## config.mk

```make
export PLATFORM = sky130hd
export DESIGN_NAME = mdclcg_ctrl
export DESIGN_NICKNAME = d
export VERILOG_FILES = /design/src/rtl/mdclcg_pkg.sv /design/src/rtl/mdclcg_packer.sv /design/src/rtl/mdclcg_ctrl.sv
export SDC_FILE = /design/constraint.sdc
export NUM_CORES = 1
export LEC_CHECK = 0
export CAP_MARGIN = 5
export CELL_PAD_IN_SITES_DETAIL_PLACEMENT = 0
export CELL_PAD_IN_SITES_GLOBAL_PLACEMENT = 1
export CORE_MARGIN = 1
export CORE_UTILIZATION = 30
export DETAILED_ROUTE_END_ITERATION = 6
export PLACE_DENSITY = 0.73
export SYNTH_ARGS = -nofsm -noshare
export SYNTH_HDL_FRONTEND = slang
export SYNTH_SLANG_ARGS = --single-unit
```

## constraint.sdc

```tcl
create_clock -name clk -period 1.92 [get_ports clk]
set_clock_uncertainty 0.2 [all_clocks]
set_input_delay 0.288 -clock clk [delete_from_list [all_inputs] [get_ports clk]]
set_output_delay 0.288 -clock clk [all_outputs]
set_load 0.02 [all_outputs]
```

## src/rtl/mdclcg_pkg.sv

```systemverilog
// Shared types and constants for the modified dual-CLCG generator and its controller.
package mdclcg_pkg;

   typedef enum logic [1:0] {
      IDLE   = 2'd0,
      LOAD   = 2'd1,
      WARMUP = 2'd2,
      RUN    = 2'd3
   } state_t;

   localparam int LOAD_CYCLES = 2;

   localparam int WORD_W_DEF = 16;
   localparam int MW_DEF     = 4;
   localparam int DISC_W_DEF = 8;

endpackage

```

## src/rtl/mdclcg_packer.sv

```systemverilog
// Serial-to-parallel packer: collects z bits MSB-first into words and holds them
// on a valid/ready output, flagging words lost to back-pressure.
module mdclcg_packer #(
   parameter int WORD_W = 16
) (
   input  logic              clk,
   input  logic              rst,
   input  logic              flush,
   input  logic              clr_status,
   input  logic              shift_en,
   input  logic              bit_in,
   input  logic              word_ready,
   output logic [WORD_W-1:0] word_data,
   output logic              word_valid,
   output logic              overflow
);

   localparam int CW = (WORD_W > 1) ? $clog2(WORD_W) : 1;

   logic [WORD_W-1:0] shift_reg;
   logic [WORD_W-1:0] shift_next;
   logic [CW-1:0]     bit_cnt_reg;
   logic [WORD_W-1:0] data_reg;
   logic              valid_reg;
   logic              overflow_reg;
   logic              complete;

   assign shift_next = {shift_reg[WORD_W-2:0], bit_in};
   assign complete   = shift_en && !flush && (bit_cnt_reg == CW'(WORD_W - 1));

   always_ff @(posedge clk or negedge rst) begin
      if (!rst) begin
         shift_reg   <= '0;
         bit_cnt_reg <= '0;
      end else if (flush) begin
         shift_reg   <= '0;
         bit_cnt_reg <= '0;
      end else if (shift_en) begin
         shift_reg   <= shift_next;
         bit_cnt_reg <= complete ? '0 : bit_cnt_reg + CW'(1);
      end
   end

   // A finished word may overwrite the held one only if that one leaves this same cycle.
   always_ff @(posedge clk or negedge rst) begin
      if (!rst) begin
         data_reg     <= '0;
         valid_reg    <= 1'b0;
         overflow_reg <= 1'b0;
      end else if (clr_status) begin
         valid_reg    <= 1'b0;
         overflow_reg <= 1'b0;
      end else if (complete) begin
         if (!valid_reg || word_ready) begin
            data_reg  <= shift_next;
            valid_reg <= 1'b1;
         end else begin
            overflow_reg <= 1'b1;
         end
      end else if (valid_reg && word_ready) begin
         valid_reg <= 1'b0;
      end
   end

   assign word_data  = data_reg;
   assign word_valid = valid_reg;
   assign overflow   = overflow_reg;

endmodule

```

## src/rtl/mdclcg_ctrl.sv

```systemverilog
// Sequencer for the dual-CLCG datapath: holds config, resets/starts the datapath,
// drops warm-up bits and hands the z stream to the word packer.
module mdclcg_ctrl
   import mdclcg_pkg::*;
#(
   parameter int WORD_W = WORD_W_DEF,
   parameter int MW     = MW_DEF,
   parameter int DISC_W = DISC_W_DEF
) (
   input  logic              clk,
   input  logic              rst,
   input  logic              cfg_we,
   input  logic [WORD_W-1:0] cfg_a,
   input  logic [WORD_W-1:0] cfg_b,
   input  logic [WORD_W-1:0] cfg_seed,
   input  logic [MW-1:0]     cfg_m,
   input  logic [MW-1:0]     cfg_r,
   input  logic [DISC_W-1:0] cfg_discard,
   input  logic              cmd_start,
   input  logic              cmd_stop,
   output logic              busy,
   output logic              cfg_err,
   output logic              dp_rst,
   output logic              dp_start,
   output logic [WORD_W-1:0] dp_a,
   output logic [WORD_W-1:0] dp_b,
   output logic [WORD_W-1:0] dp_seed,
   output logic [MW-1:0]     dp_m,
   output logic [MW-1:0]     dp_r,
   input  logic              dp_z,
   input  logic              dp_z_vld,
   output logic [WORD_W-1:0] word_data,
   output logic              word_valid,
   input  logic              word_ready,
   output logic              overflow
);

   state_t            state_reg, state_next;
   logic [WORD_W-1:0] a_reg, b_reg, seed_reg;
   logic [MW-1:0]     m_reg, r_reg;
   logic [DISC_W-1:0] discard_reg;
   logic [DISC_W-1:0] disc_cnt_reg;
   logic [1:0]        load_cnt_reg;
   logic              cfg_err_reg;
   logic              cfg_legal;
   logic              cfg_wr;
   logic              start_ok;
   logic              stop_ok;
   logic              shift_en;

   assign cfg_legal = (m_reg != '0) && (r_reg < m_reg);
   assign cfg_wr    = (state_reg == IDLE) && cfg_we;
   assign start_ok  = (state_reg == IDLE) && cmd_start && cfg_legal;
   assign stop_ok   = (state_reg != IDLE) && cmd_stop;
   assign shift_en  = (state_reg == RUN) && dp_z_vld;

   always_ff @(posedge clk or negedge rst) begin
      if (!rst) state_reg <= IDLE;
      else      state_reg <= state_next;
   end

   always_comb begin
      state_next = state_reg;
      case (state_reg)
         IDLE:    if (start_ok) state_next = LOAD;
         LOAD:    if (load_cnt_reg == 2'(LOAD_CYCLES - 1))
                     state_next = (discard_reg == '0) ? RUN : WARMUP;
         WARMUP:  if (dp_z_vld && disc_cnt_reg <= DISC_W'(1)) state_next = RUN;
         RUN:     state_next = RUN;
         default: state_next = IDLE;
      endcase
      if (stop_ok) state_next = IDLE;
   end

   always_comb begin
      busy     = (state_reg != IDLE);
      dp_rst   = (state_reg == LOAD);
      dp_start = (state_reg == WARMUP) || (state_reg == RUN);
   end

   // A refused start in the same cycle as a config write still flags the old config.
   always_ff @(posedge clk or negedge rst) begin
      if (!rst) begin
         a_reg        <= '0;
         b_reg        <= '0;
         seed_reg     <= '0;
         m_reg        <= '0;
         r_reg        <= '0;
         discard_reg  <= '0;
         cfg_err_reg  <= 1'b0;
         load_cnt_reg <= '0;
         disc_cnt_reg <= '0;
      end else begin
         if (cfg_wr) begin
            a_reg       <= cfg_a;
            b_reg       <= cfg_b;
            seed_reg    <= cfg_seed;
            m_reg       <= cfg_m;
            r_reg       <= cfg_r;
            discard_reg <= cfg_discard;
         end
         if ((state_reg == IDLE) && cmd_start && !cfg_legal) cfg_err_reg <= 1'b1;
         else if (cfg_wr)                                    cfg_err_reg <= 1'b0;
         load_cnt_reg <= (state_reg == LOAD) ? load_cnt_reg + 2'd1 : 2'd0;
         if (state_reg == LOAD)
            disc_cnt_reg <= discard_reg;
         else if ((state_reg == WARMUP) && dp_z_vld)
            disc_cnt_reg <= disc_cnt_reg - DISC_W'(1);
      end
   end

   assign cfg_err = cfg_err_reg;
   assign dp_a    = a_reg;
   assign dp_b    = b_reg;
   assign dp_seed = seed_reg;
   assign dp_m    = m_reg;
   assign dp_r    = r_reg;

   mdclcg_packer #(
      .WORD_W(WORD_W)
   ) u_packer (
      .clk       (clk),
      .rst       (rst),
      .flush     (start_ok | stop_ok),
      .clr_status(start_ok),
      .shift_en  (shift_en),
      .bit_in    (dp_z),
      .word_ready(word_ready),
      .word_data (word_data),
      .word_valid(word_valid),
      .overflow  (overflow)
   );

endmodule

```

==> results.cfg <==
[yosys]
syn_area_um2 = 4630
syn_area_per_cell_um2 = 14.1
ys_types = 38
synth.ff_latch_count = 114
synth_warnings = 0
ys.flop_type = dfrtp_1
ys_async_sr_fraction_pct = 100
netlist_instances = 329
synth_edf_count = 0
synth_nets = 408
ys_seq_area_share_pct = 61.6

[clock_tree]
max-clock-path-buffers = 2
path_clk_slew_ns = 0.06
clock_latency_ns = 0.41
cts.htree.levels = 4
clock_sinks = 114
root_buffer = clkbuf_16
cts_tree = built
cts_buffers = 17

[placed_design]
gp_congestion = 0.723
port_buffers = 149
dpl_cell_area_um2 = 6520
post-place-ws_ns = -0.155
dp_cells = 677
place_hpwl_mm = 7.62

[critical_path]
cp.arrival_ns = 2.04
cp.required_ns = 2.01
start_kind = flop
critical-path-slowest-cell = dfrtp_2
path_cells = inv_2 > ha_4 > o211ai_1 > o211a_4 > a31oi_4 > buf_12 > a22o_2
timing.critical_path.buf_inv = 2
cp_slowest_stage_delay_ns = 0.41
critPathTopFamily = compound AO/OA/AOI/OAI gates
path_class = reg -> reg
end_kind = flop
cp_max_fo = 17

[timing]
setup_violations = 12
min_period_over_period_pct = 101
final.setup.tns_ns = -0.234
fin_ws_ns = -0.0278
hold_ws_ns = 0.228
relSlewSlack_pct = 78.0
tightest_slew_ns = 0.330
hold_viol_final = 0
max_freq_mhz = 513
grt_setup_unrepaired = yes
min_period_ns = 1.95
slew_viol_final = 0

[status]
violations = setup timing
status = finished, violations left

[pwr]
pwr-share-clk_pct = 28.3
p_switching_mw = 3.84
p_sw_share_pct = 32.8
combPwrFrac_pct = 39.4
seqPwrFrac_pct = 32.3
cell_internal_pwr_mw = 7.88
peakVddDrop_uv = 1040
power.density_nw_per_um2 = 1610
p_leak_nw = 3.38
total_power_mw = 11.7

[global_routing]
grt_pass1_wl_mm = 18.3
grt_usage_pct = 14.9
grt_overflow = 0
antenna_found_initial = 0
grt_pass1_vias = 3695
grt_start_max_net_pins = 59

[routing]
vias_per_cell = 4.67
drtPass1Iterations = 4
drtIter0Drc = 146
vias = 3334
wl_mm = 11.1
drc_errors = 0
routedWlPerCell_um = 15.6
final_antenna_net_count = 0

[hold_path]
min_path_type = in -> async

[floorplan]
die_y_um = 126
die_w_um = 126
die_area_um2 = 15900
io_pins = 150
rows = 45
design.core.area_um2 = 15100
start_util_pct = 30.6

[cells_and_area]
fin_cells = 714
drive_gt1_share_pct = 31.6
area_delta_synth_final_pct = 57.4
utilization_pct = 48.1
seqCellArea_um2 = 2860
fillers = 1327
num_antenna_cells = 0
nets = 592
multiInputGateArea_um2 = 1680
fin_area_um2 = 7290

[run]
max_cap_viol_count = 0
[worst paths after layout]
check                                          start                                  to  slack (ns)  cells after the start
setup / recovery                 dp_m[1]$_DFFE_PN0P_  u_packer.shift_reg[11]$_DFFE_PN0P_       -0.03                      7
hold / removal                                   rst         disc_cnt_reg[5]$_DFFE_PN0P_        0.23                      3
setup reg to reg                 dp_m[1]$_DFFE_PN0P_  u_packer.shift_reg[11]$_DFFE_PN0P_       -0.03                      7
hold reg to reg            load_cnt_reg[0]$_DFF_PN0_           load_cnt_reg[0]$_DFF_PN0_        0.23                      1
max in group asynchronous                        rst                 dp_m[3]$_DFFE_PN0P_        1.00                      3
min in group clk                            cfg_m[2]                 dp_m[2]$_DFFE_PN0P_        0.23                      3
[cells in the mapped netlist (2+ instances only)]
cell type	count	area (um^2)
dfrtp_1	114	2850
mux2_2	74	833
inv_1	13	48.8
nand2_1	13	48.8
nor2_1	11	41.3
a21oi_1	10	50.1
a22o_2	10	100
o21ai_0	9	45.0
buf_2	8	40.0
a221o_1	7	70.1
a22o_1	7	61.3
ha_1	7	87.6
buf_4	4	30.0
nand3_1	4	20.0
a31oi_1	3	18.8
clkbuf_1	3	11.3
mux2_1	3	33.8
and2_1	2	12.5
and4b_1	2	20.0
nand2b_1	2	12.5
nor2_4	2	22.5
nor2b_1	2	12.5
nor3_1	2	10.0
nor4_1	2	12.5
or4_1	2	15.0
[per-layer routing]
metal	global-route usage, %	routed length, um	vias to the layer above
li1	-	-	1558
met1	16.9	4530	1640
met2	24.3	5570	121
met3	6.46	846	15
met4	6.59	157	0
met5	0	0	-
[power by group through the flow]
| stage | clock network, mW | logic (mW) | registers, mW |
|---|---|---|---|
| 5_1_grt | 3.51 | 4.95 | 3.89 |
| 6_report | 3.31 | 4.62 | 3.78 |
| 4_1_cts | 3.41 | 4.59 | 3.79 |
| 3_3_place_gp | 0 | 4.45 | 3.75 |
| 3_5_place_dp | 0 | 4.52 | 3.80 |
| 2_1_floorplan | 0 | 1.72 | 4.47 |
[cell families after synthesis]
| kind of cell | synth area share, % |
|---|---|
| xor+xnor | 0.189 |
| flops | 61.6 |
| fa+ha+maj | 1.89 |
| compound gates | 8.84 |
| mux | 18.7 |
| buf+inv | 3.14 |
| simple gates | 5.59 |
[worst register-to-register path, delay by kind of cell (launching register included)]
kind / cells / cell delay, ns
buffers and inverters: 2 / 0.25
adder cells (fa/ha/maj): 1 / 0.20
flip-flops: 1 / 0.41
AO/OA/AOI/OAI: 4 / 0.77
[layout make-up]
cell class | count | share of cell area [%]
Clock buffer | 18 | 6.03
Inverter | 14 | 0.721
Timing Repair Buffer | 181 | 25.1
Multi-Input combinational cell | 185 | 23.1
Sequential cell | 114 | 39.2
Clock inverter | 14 | 2.58
Tap cell | 188 | 3.23
[placed cells by master (no fill, tap or decap), types with 3 or more instances in the layout]
cell               n
dfrtp_2            5
buf_4             26
a21oi_1            9
bufinv_16          4
clkinv_4           4
a31oi_1            3
inv_1             12
o21ai_0            9
ha_1               5
a22o_2            10
nand2_1           13
dfrtp_1          109
mux2_2            74
clkbuf_16         17
clkdlybuf4s50_1  121
clkinv_2           5
nand3_1            4
a22o_1             7
dlymetal6s2s_1    20
dlygate4sd2_1      5
nor2_1            10
a221o_1            7
mux2_1             3
buf_12             5
[what timing repair did]
action / in CTS / in global routing
hold buffers: 1 / 0
pin swaps: 3 / 2
endpoints found under the setup margin: 24 / 60
hold endpoints to repair: 114 / 0
gates resized for setup: 13 / 28
setup buffers: 2 / 2
Power figures use the tool's default switching activity.
